**config.mk**
```make
export PLATFORM = sky130hd
export DESIGN_NAME = dmem_arbiter
export DESIGN_NICKNAME = d
export VERILOG_FILES = /design/src/rtl/dmem_pkg.sv /design/src/rtl/arb_sat_counter.sv /design/src/rtl/dmem_arbiter.sv
export SDC_FILE = /design/constraint.sdc
export NUM_CORES = 1
export LEC_CHECK = 0
export CAP_MARGIN = 20
export CELL_PAD_IN_SITES_DETAIL_PLACEMENT = 0
export CELL_PAD_IN_SITES_GLOBAL_PLACEMENT = 2
export CORE_ASPECT_RATIO = 0.6
export CORE_UTILIZATION = 12
export CTS_CLUSTER_DIAMETER = 200
export DETAILED_ROUTE_END_ITERATION = 8
export HOLD_SLACK_MARGIN = 0.05
export PLACE_DENSITY = 0.88
export SYNTH_ARGS = -nofsm -noshare
export SYNTH_HDL_FRONTEND = slang
export SYNTH_SLANG_ARGS = --single-unit
```
**constraint.sdc**
```tcl
create_clock -name clock -period 1.99 [get_ports clock]
set_clock_uncertainty 0.1 [all_clocks]
set_input_delay 0.199 -clock clock [delete_from_list [all_inputs] [get_ports clock]]
set_output_delay 0.199 -clock clock [all_outputs]
set_load 0.1 [all_outputs]
```
**src/rtl/dmem_pkg.sv**
```systemverilog
`default_nettype none
// ============================================================================
// Module  : dmem_pkg
// Brief   : Shared widths, arbiter state encoding and read-tag type for the
//           data-memory arbiter.
// Revision: 1.0  initial release
// ============================================================================
package dmem_pkg;

    localparam int DMEM_AW = 12;
    localparam int DMEM_DW = 32;

    typedef enum logic {
        ARB_CPU = 1'b0,
        ARB_ACC = 1'b1
    } arb_state_e;

    localparam logic OWNER_CPU = 1'b0;
    localparam logic OWNER_ACC = 1'b1;

    typedef struct packed {
        logic owner;
        logic is_read;
    } rd_tag_t;

endpackage
`default_nettype wire

```
**src/rtl/arb_sat_counter.sv**
```systemverilog
`default_nettype none
// ============================================================================
// Module  : arb_sat_counter
// Brief   : Saturating up-counter with synchronous clear (clear has priority).
// Revision: 1.0  initial release
// ============================================================================
module arb_sat_counter #(
    parameter int WIDTH = 8,
    parameter int MAX   = 255
) (
    input  logic             clock,
    input  logic             reset,
    input  logic             i_inc,
    input  logic             i_clr,
    output logic [WIDTH-1:0] o_count,
    output logic             o_at_max
);

    localparam logic [WIDTH-1:0] MAX_V = WIDTH'(MAX);

    logic [WIDTH-1:0] r_count;

    always_ff @(posedge clock or negedge reset) begin
        if (!reset) begin
            r_count <= '0;
        end else if (i_clr) begin
            r_count <= '0;
        end else if (i_inc && (r_count != MAX_V)) begin
            r_count <= r_count + 1'b1;
        end
    end

    assign o_count  = r_count;
    assign o_at_max = (r_count == MAX_V);

endmodule
`default_nettype wire

```
**src/rtl/dmem_arbiter.sv**
```systemverilog
`default_nettype none
// ============================================================================
// Module  : dmem_arbiter
// Brief   : Shares the single RAM data port between the processor and the FFT
//           accelerator. Processor has default priority; a starvation guard and
//           burst lock give the accelerator bounded access.
//           Optional macro DMEM_ARB_PERF_EN adds conflict/stall perf counters.
// Revision: 1.0  initial release
// ============================================================================
module dmem_arbiter
    import dmem_pkg::*;
#(
    parameter int MAX_WAIT  = 8,
    parameter int BURST_MAX = 16
) (
    input  logic               clock,
    input  logic               reset,
    input  logic               cpu_req,
    input  logic               cpu_wren,
    input  logic [DMEM_AW-1:0] cpu_addr,
    input  logic [DMEM_DW-1:0] cpu_data,
    output logic               cpu_stall,
    output logic [DMEM_DW-1:0] cpu_q,
    output logic               cpu_rvalid,
    input  logic               acc_req,
    input  logic               acc_lock,
    input  logic               acc_wren,
    input  logic [DMEM_AW-1:0] acc_addr,
    input  logic [DMEM_DW-1:0] acc_data,
    output logic               acc_gnt,
    output logic [DMEM_DW-1:0] acc_q,
    output logic               acc_rvalid,
    output logic               ram_wEn,
    output logic [DMEM_AW-1:0] ram_addr,
    output logic [DMEM_DW-1:0] ram_dataIn,
    input  logic [DMEM_DW-1:0] ram_dataOut
`ifdef DMEM_ARB_PERF_EN
    ,
    output logic [31:0]        perf_conflicts,
    output logic [31:0]        perf_cpu_stalls
`endif
);

    arb_state_e  r_state;
    arb_state_e  w_state_next;
    rd_tag_t     r_tag;

    logic        w_cpu_win;
    logic        w_acc_win;
    logic        w_burst_last;
    logic [7:0]  w_wait_cnt;
    logic        w_wait_full;
    logic [7:0]  w_burst_cnt;
    logic        w_burst_unused;
    logic [8:0]  w_burst_after;

    arb_sat_counter #(
        .WIDTH (8),
        .MAX   (MAX_WAIT)
    ) u_wait_cnt (
        .clock    (clock),
        .reset    (reset),
        .i_inc    (acc_req),
        .i_clr    (w_acc_win || !acc_req),
        .o_count  (w_wait_cnt),
        .o_at_max (w_wait_full)
    );

    arb_sat_counter #(
        .WIDTH (8),
        .MAX   (BURST_MAX)
    ) u_burst_cnt (
        .clock    (clock),
        .reset    (reset),
        .i_inc    (w_acc_win),
        .i_clr    (w_state_next == ARB_CPU),
        .o_count  (w_burst_cnt),
        .o_at_max (w_burst_unused)
    );

    // Burst length including the grant being made this cycle; a fresh burst
    // starts at one because the entry grant is issued from ARB_CPU.
    assign w_burst_after = ((r_state == ARB_ACC) ? {1'b0, w_burst_cnt} : 9'd0) + 9'd1;
    assign w_burst_last  = (w_burst_after >= 9'(BURST_MAX));

    always_ff @(posedge clock or negedge reset) begin
        if (!reset) begin
            r_state <= ARB_CPU;
        end else begin
            r_state <= w_state_next;
        end
    end

    always_comb begin
        w_state_next = r_state;
        w_cpu_win    = 1'b0;
        w_acc_win    = 1'b0;
        case (r_state)
            ARB_CPU: begin
                w_acc_win = acc_req && (!cpu_req || (w_wait_cnt == 8'(MAX_WAIT)));
                w_cpu_win = cpu_req && !w_acc_win;
                if (w_acc_win && acc_lock && !w_burst_last) begin
                    w_state_next = ARB_ACC;
                end
            end
            ARB_ACC: begin
                w_acc_win = acc_req;
                if (!acc_req || !acc_lock || w_burst_last) begin
                    w_state_next = ARB_CPU;
                end
            end
            default: begin
                w_state_next = ARB_CPU;
            end
        endcase
    end

    assign cpu_stall = cpu_req && !w_cpu_win;
    assign acc_gnt   = acc_req && w_acc_win;

    always_comb begin
        ram_wEn    = 1'b0;
        ram_addr   = '0;
        ram_dataIn = '0;
        if (w_cpu_win) begin
            ram_wEn    = cpu_wren;
            ram_addr   = cpu_addr;
            ram_dataIn = cpu_data;
        end else if (w_acc_win) begin
            ram_wEn    = acc_wren;
            ram_addr   = acc_addr;
            ram_dataIn = acc_data;
        end
    end

    // The RAM returns data one cycle after the access, so remember who asked.
    always_ff @(posedge clock or negedge reset) begin
        if (!reset) begin
            r_tag <= '0;
        end else begin
            r_tag.owner   <= w_acc_win ? OWNER_ACC : OWNER_CPU;
            r_tag.is_read <= (w_cpu_win && !cpu_wren) || (w_acc_win && !acc_wren);
        end
    end

    assign cpu_rvalid = r_tag.is_read && (r_tag.owner == OWNER_CPU);
    assign acc_rvalid = r_tag.is_read && (r_tag.owner == OWNER_ACC);
    assign cpu_q      = cpu_rvalid ? ram_dataOut : '0;
    assign acc_q      = acc_rvalid ? ram_dataOut : '0;

`ifdef DMEM_ARB_PERF_EN
    logic [31:0] r_perf_conflicts;
    logic [31:0] r_perf_cpu_stalls;

    always_ff @(posedge clock or negedge reset) begin
        if (!reset) begin
            r_perf_conflicts  <= '0;
            r_perf_cpu_stalls <= '0;
        end else begin
            if (cpu_req && acc_req) begin
                r_perf_conflicts <= r_perf_conflicts + 32'd1;
            end
            if (cpu_stall) begin
                r_perf_cpu_stalls <= r_perf_cpu_stalls + 32'd1;
            end
        end
    end

    assign perf_conflicts  = r_perf_conflicts;
    assign perf_cpu_stalls = r_perf_cpu_stalls;
`endif

endmodule
`default_nettype wire
```
# Yosys cells after proc, flatten, opt, wreduce, memory -nomap -nowiden
# Index checks and enable logic that the tools add are counted.
totals:
  romBits: 0
  memories: 0
  output_inout_bits: 113
  latchBits: 0
  in_bits: 127
  register_bits: 19
  ram_bits: 0
classes:
  shift: 0
  bitwise_logic: 2
  n_eq_ne: 4
  multipliers: 0
  n_mux: 19
  reduce_logical: 26
  add_sub_neg: 3
  order_cmp: 1
  div: 0
ops:
  columns: ["operator", "n"]
  rows:
  - ["32-bit two-way mux", 4]
  - ["8-bit two-way mux", 5]
  - ["12-bit two-way mux", 2]
  - ["8-bit by 1-bit adder with 8-bit output (second input constant)", 2]
  - ["1-bit logical AND", 12]
  - ["8-bit by 1-bit adder with 9-bit output (second input constant)", 1]
  - ["9-bit by 5-bit >= comparator with 1-bit output (second input constant)", 1]
  - ["8-bit by 4-bit equality test with 1-bit output (second input constant)", 1]
  - ["1-bit zero test", 8]
  - ["8-bit by 4-bit inequality test with 1-bit output (second input constant)", 1]
  - ["8-bit by 5-bit inequality test with 1-bit output (second input constant)", 1]
  - ["1-bit two-way mux", 6]
  - ["1-bit logical OR", 5]
  - ["1-bit one-hot mux with 2 select lines", 2]
  - ["2-bit by 1-bit inequality test with 1-bit output (second input constant)", 1]
  - ["1-bit NOT", 2]
  - ["2-bit nonzero test", 1]

# Longest topological paths before layout
# Gate-level depths: netlist (run 1).
depth:
  depth_word: 8
  mapped_depth: 7

# By module
# From an unflattened synthesis (run 1), not the netlist that was laid out.
unflattened:
  hier_cells: 254
  hier_area_um2: 2123.3
by_module_without_submodules:
  columns: ["mod", "area_per_inst_um2", "instances", "cells_per_inst"]
  rows:
  - ["dmem_arbiter", 1206.2, 1, 158]
  - ["arb_sat_counter at u_wait_cnt", 459.2, 1, 48]
  - ["arb_sat_counter at u_burst_cnt", 457.9, 1, 48]

# Worst setup path after synthesis (run 1)
# Ideal clock, no wire load.
synth_timing:
  kind: "flip-flop to output port"
  from: "register u_wait_cnt.r_count[0] (netlist: u_wait_cnt.o_count[0])"
  to: "output ram_wEn"
  setup_slack_ns: -1.150
  required_ns: 1.691
  stages_incl_launch_ff: 7
  arrival_time_ns: 2.841
  path_cell_list: "dfrtp_1 -> inv_1 -> ha_1 -> and4bb_4 -> a31oi_1 -> buf_2 -> mux2i_1"
synth_between:
  elab_chain_cells: 7
synth_rtl:
  columns: ["element", "line_no", "text"]
  rows:
  - ["start, declared", "arb_sat_counter.sv:21", "logic [WIDTH-1:0] r_count;"]
  - ["start signal, assigned", "arb_sat_counter.sv:29", "r_count <= r_count + 1'b1;"]
  - ["8-bit by 4-bit equality test with 1-bit output *", null, null]
  - ["1-bit logical OR *", "dmem_arbiter.sv:100", "w_acc_win = acc_req && (!cpu_req || (w_wait_cnt == 8'(MAX_WAIT)));"]
  - ["1-bit logical AND *", "dmem_arbiter.sv:100", null]
  - ["parallel branches: the longest is 3 deep, another holds 1-bit one-hot mux with 2 select lines", null, null]
  - ["1-bit two-way mux *", "dmem_arbiter.sv:125", "if (w_cpu_win) begin"]
  - ["end, declared", "dmem_arbiter.sv:33", "output logic ram_wEn,"]
# Mark *: on every way between the ends.

# Worst setup path after layout (run 1)
layout_timing:
  from: "register u_wait_cnt.r_count[0] (netlist: u_wait_cnt.o_count[0])"
  to: "output ram_dataIn[0]"
layout_between:
  elab_chain_cells: 7
layout_rtl:
  columns: ["element", "line_no", "text"]
  rows:
  - ["8-bit by 4-bit equality test with 1-bit output *", null, null]
  - ["1-bit logical OR *", "dmem_arbiter.sv:100", null]
  - ["1-bit logical AND *", "dmem_arbiter.sv:100", null]
  - ["parallel branches: the longest is 3 deep, another holds 32-bit two-way mux", null, null]
  - ["32-bit two-way mux *", "dmem_arbiter.sv:125", null]
  - ["end, declared", "dmem_arbiter.sv:35", "output logic [DMEM_DW-1:0] ram_dataIn,"]
# Marked as above.

==> results.md, run 1 <==
* Worst reg2reg setup slack at 180 ps
* F_max at 437.4 MHz
* CP endpoint kind: output pin
* Count of flip-flops with a built-in enable after synthesis at 0
* Fin crit share at 114.9%
* Critical path fanouts, max at 22
* Layout cells sized above 1 at 43.51%
* Register bit total from synthesis at 19
* Crit path DAT at 1990 ps
* Port Buffers at 239
* Cell taking the most area after synthesis: dfrtp_1
* Netlist Area Pre-Place at 2018 µm²
* DR iter-0 viols at 134
* First-pass GRT wire length at 16,100 µm
* R2R depth at 7
* CP dominant cell by count: buf_12
* Total of max-cap violations at 0
* Worst slack at placement at -159.7 ps
* VDD IR-drop max at 0.2880 mV
* Max-slew violations at 0
* Hold crit path type: in -> async
* Routed wire length at 11,600 µm
* Pwr per Cell Area at 497.0 nW/µm²
* CTS Buf Count at 3
* Worst setup margin at -296.1 ps
* Final min period at 2286 ps
* Crit start category: flip-flop
* Final Non-Filler Cells at 706
* Most used DFF post-synth: dfrtp_1
* Cell with the most instances after synthesis: a22o_1
* Yosys Warn Count at 0
* Die area at 17,360 µm²
* Hpwl dp at 9247 µm
* First drt pass iteration count at 4
* Layout Utilization at 39.23%
* Commonest cells post-synth: a22o_1 (44), and2_1 (33), and3_1 (32)
* Slew @ Worst Pin at 660.7 ps
* Core area at 16,350 µm²
* Worst relative slew slack at 55.82%
* Leak at 0.002742 µW
* H-tree levels at 1
* Post-CTS Hold Fix Bufs at 0
* Worst path max stage delay at 370 ps
* CTS Sinks at 19
* Chip height at 102.5 µm
* Ranking of synthesized cells by area: dfrtp_1 (24%), a22o_1 (19%), and2_1 (10%)
* Initial Util at 12.34%
* Top-Level Pins at 240
* Top-area cell type share of the netlist area at 23.56%
* Total grt overflow at 0
* Via count at 2,870
* Post-synthesis cell type count at 38
* Antenna fix cells at 0
* Worst R2R End: u_burst_cnt.o_count[5]$_DFFE_PN0P_
* RSZ-0062 raised after global routing: yes
* TritonCTS clock tree: done
* Worst r2r src: u_wait_cnt.o_count[0]$_DFFE_PN0P_
* Clock root buffer: clkbuf_16
* Clk_lat worst skew at 250 ps
* Post-Syn Instances at 233
* Final hold violations at 0
* Pwr Total at 3188 µW
* Routed WL per cell at 16.43 µm
* Cell at the slowest stage of the critical path: dfrtp_1
* Reg clk slew, reported paths at 60 ps
* Die width at 169.4 µm
* Synth async-reset ratio at 100.0%
* Status: complete, but fails checks
* CTS Buffer Depth at 2
* Antenna viol nets, final at 0
* Final setup fails at 46
* Syn nets at 364
* Maximum number of pins on one net before global-route repair at 34
* GPL Wtd Cong at 0.8103
* Fin nets at 610
* Setup CP Type: reg -> out
* Avg Cell Area, Syn at 8.662 µm²
* DRC errors left at 0
* DR vias/cell at 4.065
* CP cell instances: inv_1 -> ha_2 -> and4bb_4 -> a31oi_4 -> buf_12 -> buf_12 -> a22o_2 -> buf_12
* Placed insts at 697
* Required time of the worst setup path at 1690 ps
* GRT Util Overall at 11.98%
* Failing checks: setup timing
* Syn-to-layout area delta at 217.9%
* Register area share after synthesis at 23.56%
* Vias in the first global route at 2,729
* Initial antenna violation count at 0
* Row cnt at 36
registers in the layout, indices dropped and copies added, names as in the netlist:
signal               count
u_burst_cnt.o_count      8
u_wait_cnt.o_count       8
r_tag                    2
r_state                  1
power by group:
| part | total, µW | switching (µW) | leakage [µW] | internal, µW |
|---|---|---|---|---|
| Combinational | 2370 | 1410 | 0.00244 | 962 |
| Clock | 422 | 152 | 0.0000409 | 270 |
| Sequential | 398 | 4.78 | 0.000261 | 393 |
worst max-delay path, delay by kind of cell, from the launching register on:
kind	cells	cell delay [ps]
AOI/OAI and AO/OA	2	350
adders and majority gates	1	180
buffers and inverters	4	550
DFF	1	370
and+or+nand+nor	1	280
per-stage QoR:
stage | TNS [ps] | hold WS [ps] | area (µm²)
CTS | -12960 | 187.8 | 6371
global placement | -4767 | 441.6 | 6105
detailed placement | -5600 | 455.3 | 6105
global route | -15470 | 196.1 | 6415
finish | -12720 | 181.1 | 6415
floorplan | -1920 | -196.6 | 2270
area by class of cell:
class,instances,area [µm²]
fill,1509,9936
timing repair buffer,260,3784
multi-input combinational,182,1739
sequential,19,475.5
tap,228,285.3
clock buffer,3,75.07
inverter,13,51.30
clock inverter,1,5.005
layer usage:
layer,vias up,track usage (%),part of all wire (%)
li1,1369,-,-
met1,1380,16.13,44
met2,119,20.48,49
met3,2,2.440,6.3
met4,0,1.109,0.19
met5,-,0,0
kinds of logic (layout without fill, tap and decap cells):
kind of cell	after synthesis	in the layout	share of synthesized area, %
buffers and inverters	32	277	8.866
flip-flops	19	19	23.56
AND/OR/NAND/NOR	105	105	33.04
AO/OA/AOI/OAI	67	67	29.39
XOR/XNOR	5	5	2.170
multiplexers	1	1	0.4960
adder cells (fa/ha/maj)	4	4	2.480
worst max path at each step:
stage | start | to | slack, ps | depth (start not counted)
after floorplan | u_wait_cnt.o_count[0]$_DFFE_PN0P_ | ram_wEn | -270 | 6
after global placement | cpu_req | ram_addr[8] | -140 | 7
after detailed placement | cpu_req | ram_addr[1] | -160 | 7
after CTS | u_wait_cnt.o_count[1]$_DFFE_PN0P_ | ram_dataIn[17] | -300 | 8
after global routing | u_wait_cnt.o_count[1]$_DFFE_PN0P_ | ram_addr[6] | -360 | 8
final | u_wait_cnt.o_count[0]$_DFFE_PN0P_ | ram_dataIn[0] | -300 | 8
cells in the final DEF, fill, tap and decap left out, types with 4 or more instances in the layout:
master / count
and3_1: 32
o21ai_0: 9
dfrtp_1: 19
and2_2: 8
a22o_4: 36
a22o_2: 8
or3_1: 7
clkbuf_16: 4
buf_4: 14
nand3_1: 9
buf_12: 116
nor2_1: 5
clkdlybuf4s50_1: 126
a2111oi_2: 6
and2_1: 24
inv_1: 11
repair_timing:
action / in CTS / in global routing
endpoints found under the hold margin: 0 / 0
setup buffers: 3 / 3
gates resized for setup: 19 / 3
gates cloned: 2 / 1
endpoints found under the setup margin: 47 / 47
pin swaps: 1 / 0
No activity file was read; power rests on OpenSTA's default activity.
==> run 2: changes to the inputs <==
--- a/config.mk
+++ b/config.mk
@@ -9,6 +9,7 @@
 export CELL_PAD_IN_SITES_DETAIL_PLACEMENT = 0
 export CELL_PAD_IN_SITES_GLOBAL_PLACEMENT = 2
 export CORE_ASPECT_RATIO = 0.6
+export CORE_MARGIN = 2
 export CORE_UTILIZATION = 12
 export CTS_CLUSTER_DIAMETER = 200
 export DETAILED_ROUTE_END_ITERATION = 8
==> run 2 against run 1 <==
Compared with the run above: hold slack improved by 5.4 ps; clock-buffer cell count rose by 1; critical path type unchanged; combinational power barely moved; the run still ends with setup timing left; critical endpoint is now ram_addr[0]; first-iteration DRC count fell by 26%.
==> results.md, run 2 (synthesis gave the netlist of run 1 again) <==
* Antenna viol nets, final at 0 (unchanged)
* Crit path DAT at 1950 ps (-40 ps)
* Reg clk slew, reported paths at 50 ps (about the same)
* Layout cells sized above 1 at 43.84% (+0.33 points)
* Antenna fix cells at 0 (unchanged)
* H-tree levels at 1 (unchanged)
* Via count at 2,859 (-0.38%)
* Core area at 16,350 µm² (unchanged)
* Maximum number of pins on one net before global-route repair at 34 (unchanged)
* DRC errors left at 0 (unchanged)
* R2R depth at 5 (-2)
* Commonest non-fill, non-tap cell in the layout: clkdlybuf4s50_1
* Slew @ Worst Pin at 644.8 ps (-15.82 ps)
* Top-Level Pins at 240 (unchanged)
* Port Buffers at 239 (unchanged)
* Fin Hold WS at 186.5 ps (+5.432 ps)
* GPL Wtd Cong at 0.8306 (+2.5%)
* Worst reg2reg setup slack at 170 ps (about the same)
* Initial Util at 12.34% (unchanged)
* DR vias/cell at 4.044 (-0.52%)
* Setup CP Type: reg -> out
* Routed wire length at 11,520 µm (-0.74%)
* Total of max-cap violations at 0 (unchanged)
* Final min period at 2251 ps (-34.75 ps)
* VDD IR-drop max at 0.2499 mV (-13%)
* Register area at 475.5 µm² (unchanged)
* Sum of negative setup slack at -10,480 ps (+2243 ps)
* Clock root buffer: clkbuf_16
* Crit start category: flip-flop
* Hpwl dp at 9383 µm (+1.5%)
* Commonest non-fill, non-tap cells in the layout: clkdlybuf4s50_1 (126), buf_12 (116), and3_1 (32)
* CTS Sinks at 19 (unchanged)
* Critical path fanouts, max at 22 (unchanged)
* CTS Buf Count at 3 (unchanged)
* Final Non-Filler Cells at 707 (+0.14%)
* Fin nets at 611 (+0.16%)
* Pwr per Cell Area at 497.3 nW/µm² (about the same)
* Die area at 17,910 µm² (+3.2%)
* Required time of the worst setup path at 1690 ps (about the same)
* Total grt overflow at 0 (unchanged)
* Worst relative slew slack at 56.87% (+1.1 points)
* TritonCTS clock tree: done
* First drt pass iteration count at 4 (unchanged)
* Max-slew violations at 0 (unchanged)
* Die width at 171.4 µm (+1.2%)
* Status: complete, but fails checks
* Clk_lat worst skew at 250 ps (about the same)
* F_max at 444.2 MHz (+1.5%)
* Hold crit path type: in -> async
* Vias in the first global route at 2,941 (+7.8%)
* Final setup fails at 46 (unchanged)
* Failing checks: setup timing
* Row cnt at 36 (unchanged)
* Final hold violations at 0 (unchanged)
* Initial antenna violation count at 0 (unchanged)
* Worst R2R End: u_burst_cnt.o_count[0]$_DFFE_PN0P_
* Worst r2r src: u_burst_cnt.o_count[0]$_DFFE_PN0P_
* Multi-input logic area at 1644 µm² (-5.5%)
* Pwr Total at 3148 µW (-1.3%)
* Layout Utilization at 38.71% (-0.52 points)
* CP endpoint kind: output pin
* Leak at 0.002694 µW (-1.8%)
* RSZ-0062 raised after global routing: yes
* Chip height at 104.5 µm (+2.0%)
* Layout fillers at 1,547 (+2.5%)
* Placed insts at 698 (+0.14%)
* GRT Util Overall at 12.16% (+0.18 points)
* Syn-to-layout area delta at 213.6%
* DR iter-0 viols at 99 (-26%)
* First-pass GRT wire length at 17,040 µm (+5.8%)
* Fin crit share at 113.1% (-1.7 points)
* Worst setup margin at -261.4 ps (+34.75 ps)
* CTS Buffer Depth at 2 (unchanged)
* Routed WL per cell at 16.29 µm (-0.88%)
[run 2: how the worst max path moves through the flow]
| stage | slack, ps | to | cells after the start | from |
|---|---|---|---|---|
| CTS | -280 | ram_dataIn[24] | 8 | u_wait_cnt.o_count[0]$_DFFE_PN0P_ |
| global placement | -90 | ram_addr[6] | 7 | acc_req |
| detailed placement | -110 | ram_dataIn[24] | 7 | acc_req |
| global route | -340 | ram_dataIn[29] | 8 | u_wait_cnt.o_count[1]$_DFFE_PN0P_ |
| floorplan | -270 | ram_wEn | 6 | u_wait_cnt.o_count[0]$_DFFE_PN0P_ |
| finish | -260 | ram_addr[0] | 8 | u_wait_cnt.o_count[0]$_DFFE_PN0P_ |
[run 2: cell type report]
type,count,share of cell area (%)
timing repair buffer,261,59.87
multi-input combinational,182,25.97
sequential,19,7.511
tap,228,4.507
clock buffer,4,1.245
inverter,13,0.8895
[run 2: what timing repair did]
item / CTS / global route
pin swaps: 10 / 0
hold buffers: 0 / 0
buffers inserted: 2 / 2
endpoints found under the setup margin: 46 / 47
cloned: 3 / 0
resized for setup: 11 / 4
[run 2: critical path, stage by stage, from the launching register on]
cell and delay [ps]:
dfrtp_1 350, inv_2 50, ha_4 150, and4bb_4 210
a22oi_4 180, inv_6 110, buf_12 170, a22o_2 290
buf_12 170
[run 2: power breakdown]
group | leakage (µW) | switching (µW) | total, µW | internal, µW
Clock | 0.0000382 | 142 | 414 | 272
Sequential | 0.000261 | 4.98 | 399 | 394
Combinational | 0.00239 | 1390 | 2340 | 943
Total | 0.00269 | 1540 | 3150 | 1610
[run 2: through the flow]
stage          worst slack (ps)  cell area, µm²
2_1_floorplan            -273.8            2270
3_3_place_gp             -87.26            6112
3_5_place_dp             -113.9            6112
4_1_cts                  -279.7            6317
5_1_grt                  -342.4            6330
6_report                 -261.4            6330
[run 2: per-layer routing]
layer / GRT usage, % / part of all wire [%]
met1: 15.66 / 43
met2: 21.43 / 49
met3: 2.702 / 7.8
met5: 0 / 0
met4: 0.9685 / 0.19
